===== src/rtl/button_pkg.sv =====
// Shared types and helpers for the button input path.
// The tick conversion is also used by the debouncer threshold computation.
package button_pkg;

  // Classifier FSM states.
  typedef enum logic [1:0] {
    WAIT_RELEASE = 2'd0,
    IDLE         = 2'd1,
    PRESSED      = 2'd2,
    LONG_HOLD    = 2'd3
  } state_e;

  // Converts a duration in milliseconds to clock ticks. The product is formed
  // in 64 bits because 100 MHz * 1000 ms does not fit in 32 bits.
  function automatic longint unsigned ms_to_ticks(input longint unsigned freq,
                                                  input longint unsigned ms);
    return (freq * ms) / 64'd1000;
  endfunction

  // Larger of two tick counts; sizes a counter shared by two thresholds.
  function automatic longint unsigned max_ticks(input longint unsigned a,
                                                input longint unsigned b);
    return (a > b) ? a : b;
  endfunction

endpackage


===== src/rtl/button_event.sv =====
// Turns a debounced button level into single-cycle PRESS / SHORT / LONG /
// REPEAT pulses plus a HELD level. All outputs come straight from flops.
//
// state        | meaning
// -------------+-----------------------------------------------------------
// WAIT_RELEASE | after reset; waits for BTN=0 so a held button is not a press
// IDLE         | released, waiting for a press
// PRESSED      | held, counting towards LONG_TICKS
// LONG_HOLD    | long press reported, emitting REPEAT every REPEAT_TICKS
module button_event
  import button_pkg::*;
#(
  parameter int unsigned CLOCK_FREQ    = 100_000_000,
  parameter int unsigned LONG_PRESS_MS = 1000,
  parameter int unsigned REPEAT_MS     = 200
) (
  input  logic CLK,
  input  logic RST_N,
  input  logic BTN,
  output logic PRESS,
  output logic SHORT,
  output logic LONG,
  output logic REPEAT,
  output logic HELD
);

  localparam longint unsigned LONG_TICKS   = ms_to_ticks(64'(CLOCK_FREQ), 64'(LONG_PRESS_MS));
  localparam longint unsigned REPEAT_TICKS = ms_to_ticks(64'(CLOCK_FREQ), 64'(REPEAT_MS));
  localparam longint unsigned CNT_MAX      = max_ticks(LONG_TICKS, REPEAT_TICKS);
  localparam int              CNT_W        = $clog2(CNT_MAX);

  // Both thresholds are at least 2, so CNT_W >= 1 and TICKS-1 fits in CNT_W bits.
  localparam logic [CNT_W-1:0] LONG_LAST   = CNT_W'(LONG_TICKS - 64'd1);
  localparam logic [CNT_W-1:0] REPEAT_LAST = CNT_W'(REPEAT_TICKS - 64'd1);

  // A threshold of 0 or 1 tick would make LONG/REPEAT collide with PRESS.
  if (LONG_TICKS < 2 || REPEAT_TICKS < 2) begin : g_bad_ticks
    $error("button_event: LONG_TICKS and REPEAT_TICKS must both be >= 2");
  end

  state_e           state_q, state_d;
  logic [CNT_W-1:0] cnt_q, cnt_d;
  logic             press_d, short_d, long_d, repeat_d, held_d;

  // State, shared hold counter and registered event outputs.
  always_ff @(posedge CLK or negedge RST_N) begin
    if (!RST_N) begin
      state_q <= WAIT_RELEASE;
      cnt_q   <= '0;
      PRESS   <= 1'b0;
      SHORT   <= 1'b0;
      LONG    <= 1'b0;
      REPEAT  <= 1'b0;
      HELD    <= 1'b0;
    end else begin
      state_q <= state_d;
      cnt_q   <= cnt_d;
      PRESS   <= press_d;
      SHORT   <= short_d;
      LONG    <= long_d;
      REPEAT  <= repeat_d;
      HELD    <= held_d;
    end
  end

  // Next state, counter and event decode; release is tested before thresholds.
  always_comb begin
    state_d  = state_q;
    cnt_d    = '0;
    press_d  = 1'b0;
    short_d  = 1'b0;
    long_d   = 1'b0;
    repeat_d = 1'b0;

    case (state_q)
      WAIT_RELEASE: begin
        if (!BTN) begin
          state_d = IDLE;
        end
      end

      IDLE: begin
        if (BTN) begin
          state_d = PRESSED;
          press_d = 1'b1;
        end
      end

      PRESSED: begin
        if (!BTN) begin
          state_d = IDLE;
          short_d = 1'b1;
        end else if (cnt_q == LONG_LAST) begin
          state_d = LONG_HOLD;
          long_d  = 1'b1;
        end else begin
          cnt_d = cnt_q + CNT_W'(1);
        end
      end

      LONG_HOLD: begin
        if (!BTN) begin
          state_d = IDLE;
        end else if (cnt_q == REPEAT_LAST) begin
          repeat_d = 1'b1;
        end else begin
          cnt_d = cnt_q + CNT_W'(1);
        end
      end

      default: begin
        state_d = WAIT_RELEASE;
      end
    endcase

    held_d = (state_d == PRESSED) || (state_d == LONG_HOLD);
  end

endmodule


===== config.mk =====
export PLATFORM = sky130hd
export DESIGN_NAME = button_event
export DESIGN_NICKNAME = d
export VERILOG_FILES = /design/src/rtl/button_pkg.sv /design/src/rtl/button_event.sv
export SDC_FILE = /design/constraint.sdc
export NUM_CORES = 1
export LEC_CHECK = 0
export BUFFER_PORTS_ARGS = -buffer_cell sky130_fd_sc_hd__buf_2
export CORE_MARGIN = 2
export CORE_UTILIZATION = 30
export CTS_BUF_LIST = sky130_fd_sc_hd__clkbuf_4 sky130_fd_sc_hd__clkbuf_8 sky130_fd_sc_hd__clkbuf_16
export DETAILED_ROUTE_END_ITERATION = 16
export SYNTH_ARGS = -nofsm -noshare
export SYNTH_HDL_FRONTEND = slang
export SYNTH_SLANG_ARGS = --single-unit

===== constraint.sdc =====
create_clock -name CLK -period 5.2 [get_ports CLK]
set_input_delay 0.52 -clock CLK [delete_from_list [all_inputs] [get_ports CLK]]
set_output_delay 0.52 -clock CLK [all_outputs]
set_load 0.005 [all_outputs]

==> PnR_summary.wiki <==
{| class="wikitable"
! Metric !! Value
|-
| Layout Cell Area excl Fill || 2060 sq um
|-
| Maximum frequency from static timing analysis || roughly 0.37 GHz
|-
| Internal power of the cells || 0.462 mW
|-
| TritonCTS clock tree || built
|-
| Commonest cells post-synth || sky130_fd_sc_hd__dfrtp_1, sky130_fd_sc_hd__a21oi_1, sky130_fd_sc_hd__nand2_1
|-
| Total negative setup slack || 0 ns
|-
| Crit Reg-Reg Startpoint || cnt_q[9]$_DFF_PN0_
|-
| Die Area || a little under 7000 sq um
|-
| Power spent charging and discharging nets || 0.182 mW
|-
| Worst reg-to-reg path cell count || 4
|-
| Worst path top cell family by delay || compound AO/OA/AOI/OAI gates
|-
| Antenna violations before repair || 0
|-
| Number of buffers inserted by port buffering || 7
|-
| MaxCap Viol Count || 0
|-
| Final critical-path share of the clock period || between 50% and 60%
|-
| Clock tree sinks || 34
|-
| Chip Height || slightly above 80 um
|-
| Slowest-stage cell, CP || sky130_fd_sc_hd__a31o_1
|-
| Horizontal die dimension || between 80 and 90 um
|-
| TritonCTS buffer count || 5
|-
| Placed insts || ~270
|-
| Top cell type by total area after synthesis || sky130_fd_sc_hd__dfrtp_1
|-
| Placed cell areas || slightly below 2000 sq um
|-
| # rows || 28
|-
| Hold-fix buffers at CTS || 0
|-
| Number of synthesized flops with an enable pin || 0
|-
| Initial core utilization || a little under a third
|-
| Part of the total power dissipated in combinational logic || between 10% and 20%
|-
| DP HPWL || 2.70 mm
|-
| H-Tree Level Count || 2
|-
| Count of yosys warnings during synthesis || 0
|-
| Share of post-route cells with drive strength above 1 || 11.1%
|-
| Detailed-route via count || between 1k and 1.5k
|-
| Wire length of the first global-routing pass || 6.98 mm
|-
| Number of buffers inserted by post-CTS setup repair || 0
|-
| Fin. max-slew vios || 0
|-
| Ratio of routed vias to standard cells || between 5 and 6
|-
| Setup repair after global routing missed its margin || no
|-
| Register-to-register path setup slack || 2.48 ns
|-
| Nets@finish || between 200 and 250
|-
| Largest clock skew in the final design || 0.0113 ns
|-
| Setup Slack @ Placement || ~2.5 ns
|-
| Sequence of cells on the critical path || or4_1 -> nor4_2 -> a31o_1 -> a22oi_1
|-
| Power density cells || around 310 nW/um^2
|-
| Kind of critical path || flop to flop
|-
| End of the worst register-to-register path || cnt_q[21]$_DFF_PN0_
|-
| Vias in the first global route || 1,381
|-
| Critical path fanouts, max || 27
|-
| Global placer's final weighted congestion || between 0.7 and 0.8
|-
| DR DRC count || 0
|-
| Post-Synthesis Mean Instance Area || between 9 and 10 sq um
|-
| Met2 track demand over resource || 18.3%
|-
| Crit path launch type || flop
|-
| DRT iter0 DRCs || between 100 and 150
|-
| Core ar. || ~6000 sq um
|-
| Average wire per standard cell || 14.9 um
|-
| I/O pin count || 8
|-
| Max stage delay on crit path || slightly below 0.9 ns
|-
| Max VDD drop || 0.000141 V
|-
| Slew margin rel. || about a third
|-
| Clock root buffer || sky130_fd_sc_hd__clkbuf_8
|-
| Switching power as a share of total power || around 28%
|-
| Slew @ Worst Pin || 1.00 ns
|-
| Grt met1 use || between 10% and 20%
|-
| Clock share of power || between 30% and 40%
|-
| Clk_lat worst skew || a little under 0.3 ns
|-
| Number of instances resized during post-cts repair || 0
|-
| Proportion of synthesized flip-flops having asynchronous set or reset || 100%
|-
| Global Route Usage Sum || roughly an eighth
|-
| Final wirelength || around 4.1 mm
|-
| Result of the run || completed
|-
| Global route overflow || 0
|-
| Global routing met3 resource utilization || 4.47%
|-
| Category of the worst setup path capture point || flop
|-
| Count of final hold-check violations || 0
|-
| Classification of the worst-slack hold path || input pin to asynchronous set/reset pin
|-
| Endpoint arrival time on the critical path || 2.84 ns
|-
| Top Usage Layer GRT || met2
|-
| Standby leakage power || roughly 0.74 nW
|-
| Worst-path clk slew || 0.08 ns
|-
| Remaining antenna violation count after routing || 0
|-
| Antenna diode instance count || 0
|-
| Post-Syn Area || approximately 1900 sq um
|-
| Seq pwr share || ~46%
|-
| Cells taking the most area after synthesis || sky130_fd_sc_hd__dfrtp_1, sky130_fd_sc_hd__a22oi_1, sky130_fd_sc_hd__a21oi_1
|-
| First-pass detailed-route iteration total || 4
|-
| Post-Route Utilization || 34.3%
|-
| Number of nets produced by synthesis || 200
|-
| Post-synth cell types || 38
|-
| WP buf/inv || 0
|-
| Share of the synthesized area in the top cell type || 45.3%
|-
| Gate count of the mapped netlist || 192
|-
| Post-synthesis sequential area ratio || ~45%
|-
| Maximum number of pins on one net before global-route repair || 35
|-
| Endpoint required time on the critical path || roughly 5.3 ns
|-
| Final worst-path setup slack || 2.48 ns
|-
| Clock Path Buffers || 2
|-
| Most frequently used flop master after synthesis || sky130_fd_sc_hd__dfrtp_1
|-
| Leading cell type by number of instances after synthesis || sky130_fd_sc_hd__dfrtp_1
|-
| Cell Count, Final, Fillers Out || around 270
|-
| Synthesis-stage register bit count || 34
|-
| Setup-violating endpoint count in the final report || 0
|-
| Layout overhead on the synthesized area || 9.53%
|-
| Post-layout min period || 2.72 ns
|}
-- cell families (layout without fill, tap and decap cells) --
| logic type | count (synthesis) | count (layout) | synth area share (%) |
|---|---|---|---|
| AOI/OAI and AO/OA | 46 | 46 | 15.9 |
| adders and majority gates | 5 | 5 | 3.33 |
| and+or+nand+nor | 81 | 81 | 25.5 |
| xor gates and xnor gates | 13 | 13 | 6.06 |
| DFF | 34 | 34 | 45.3 |
| buffers and inverters | 13 | 19 | 3.93 |
-- worst max-delay path by stage --
stage | start | end | slack [ns] | cells past startpoint
finish | cnt_q[9]$_DFF_PN0_ | cnt_q[21]$_DFF_PN0_ | 2.48 | 4
global route | cnt_q[9]$_DFF_PN0_ | cnt_q[21]$_DFF_PN0_ | 2.28 | 4
CTS | cnt_q[9]$_DFF_PN0_ | cnt_q[21]$_DFF_PN0_ | 2.53 | 4
detailed placement | cnt_q[9]$_DFF_PN0_ | cnt_q[22]$_DFF_PN0_ | 2.54 | 4
global placement | cnt_q[19]$_DFF_PN0_ | cnt_q[1]$_DFF_PN0_ | 2.57 | 4
floorplan | cnt_q[9]$_DFF_PN0_ | cnt_q[10]$_DFF_PN0_ | 3.19 | 6
-- cells in the final DEF (no fill, tap or decap), types with 6 or more instances in the layout --
cell / n
sky130_fd_sc_hd__or4_1: 9
sky130_fd_sc_hd__o31ai_1: 7
sky130_fd_sc_hd__nor3_1: 6
sky130_fd_sc_hd__nand2_1: 16
sky130_fd_sc_hd__nand3_1: 10
sky130_fd_sc_hd__a21oi_1: 16
sky130_fd_sc_hd__xnor2_1: 7
sky130_fd_sc_hd__xor2_1: 6
sky130_fd_sc_hd__buf_2: 7
sky130_fd_sc_hd__nor2_1: 7
sky130_fd_sc_hd__dfrtp_1: 34
sky130_fd_sc_hd__a22oi_1: 12
-- cell type report --
| cell class | count | area, sq um |
|---|---|---|
| clock inverters | 3 | 40.0 |
| clock buffers | 5 | 68.8 |
| fillers | 599 | 3930 |
| well taps | 75 | 93.8 |
| flip-flops and latches | 34 | 851 |
| inverters | 4 | 15.0 |
| multi-input cells | 145 | 953 |
| repair buffers | 7 | 35.0 |
-- routing by layer --
metal  wire length, um  part of all wire (%)
met1              2100                    52
met2              1800                    44
met3               113                   2.8
met4                41                   1.0
met5                 0                     0
-- state kept, by name (all words and copies together), names as in the netlist --
signal and count:
cnt_q 27, LONG 1, state_q 2, HELD 1, PRESS 1, SHORT 1
REPEAT 1
-- per-stage QoR --
step	power, mW	hold WS, ns
after floorplan	0.380	0.224
final	0.644	0.300
after global placement	0.408	0.478
after global routing	0.687	0.374
after detailed placement	0.408	0.481
after CTS	0.649	0.337
-- worst register-to-register path: cells and delay by family, from the launching register on --
| kind | cells | cell delay (ns) |
|---|---|---|
| AOI/OAI and AO/OA | 2 | 1.11 |
| and+or+nand+nor | 2 | 0.99 |
| DFF | 1 | 0.45 |
-- power groups by stage --
| stage | combinational (mW) | sequential (mW) | clock (mW) |
|---|---|---|---|
| detailed placement | 0.108 | 0.300 | 0 |
| finish | 0.107 | 0.295 | 0.243 |
| global route | 0.128 | 0.298 | 0.260 |
| floorplan | 0.0814 | 0.299 | 0 |
| CTS | 0.108 | 0.295 | 0.247 |
| global placement | 0.108 | 0.300 | 0 |
(Power assumes the default switching activity.)
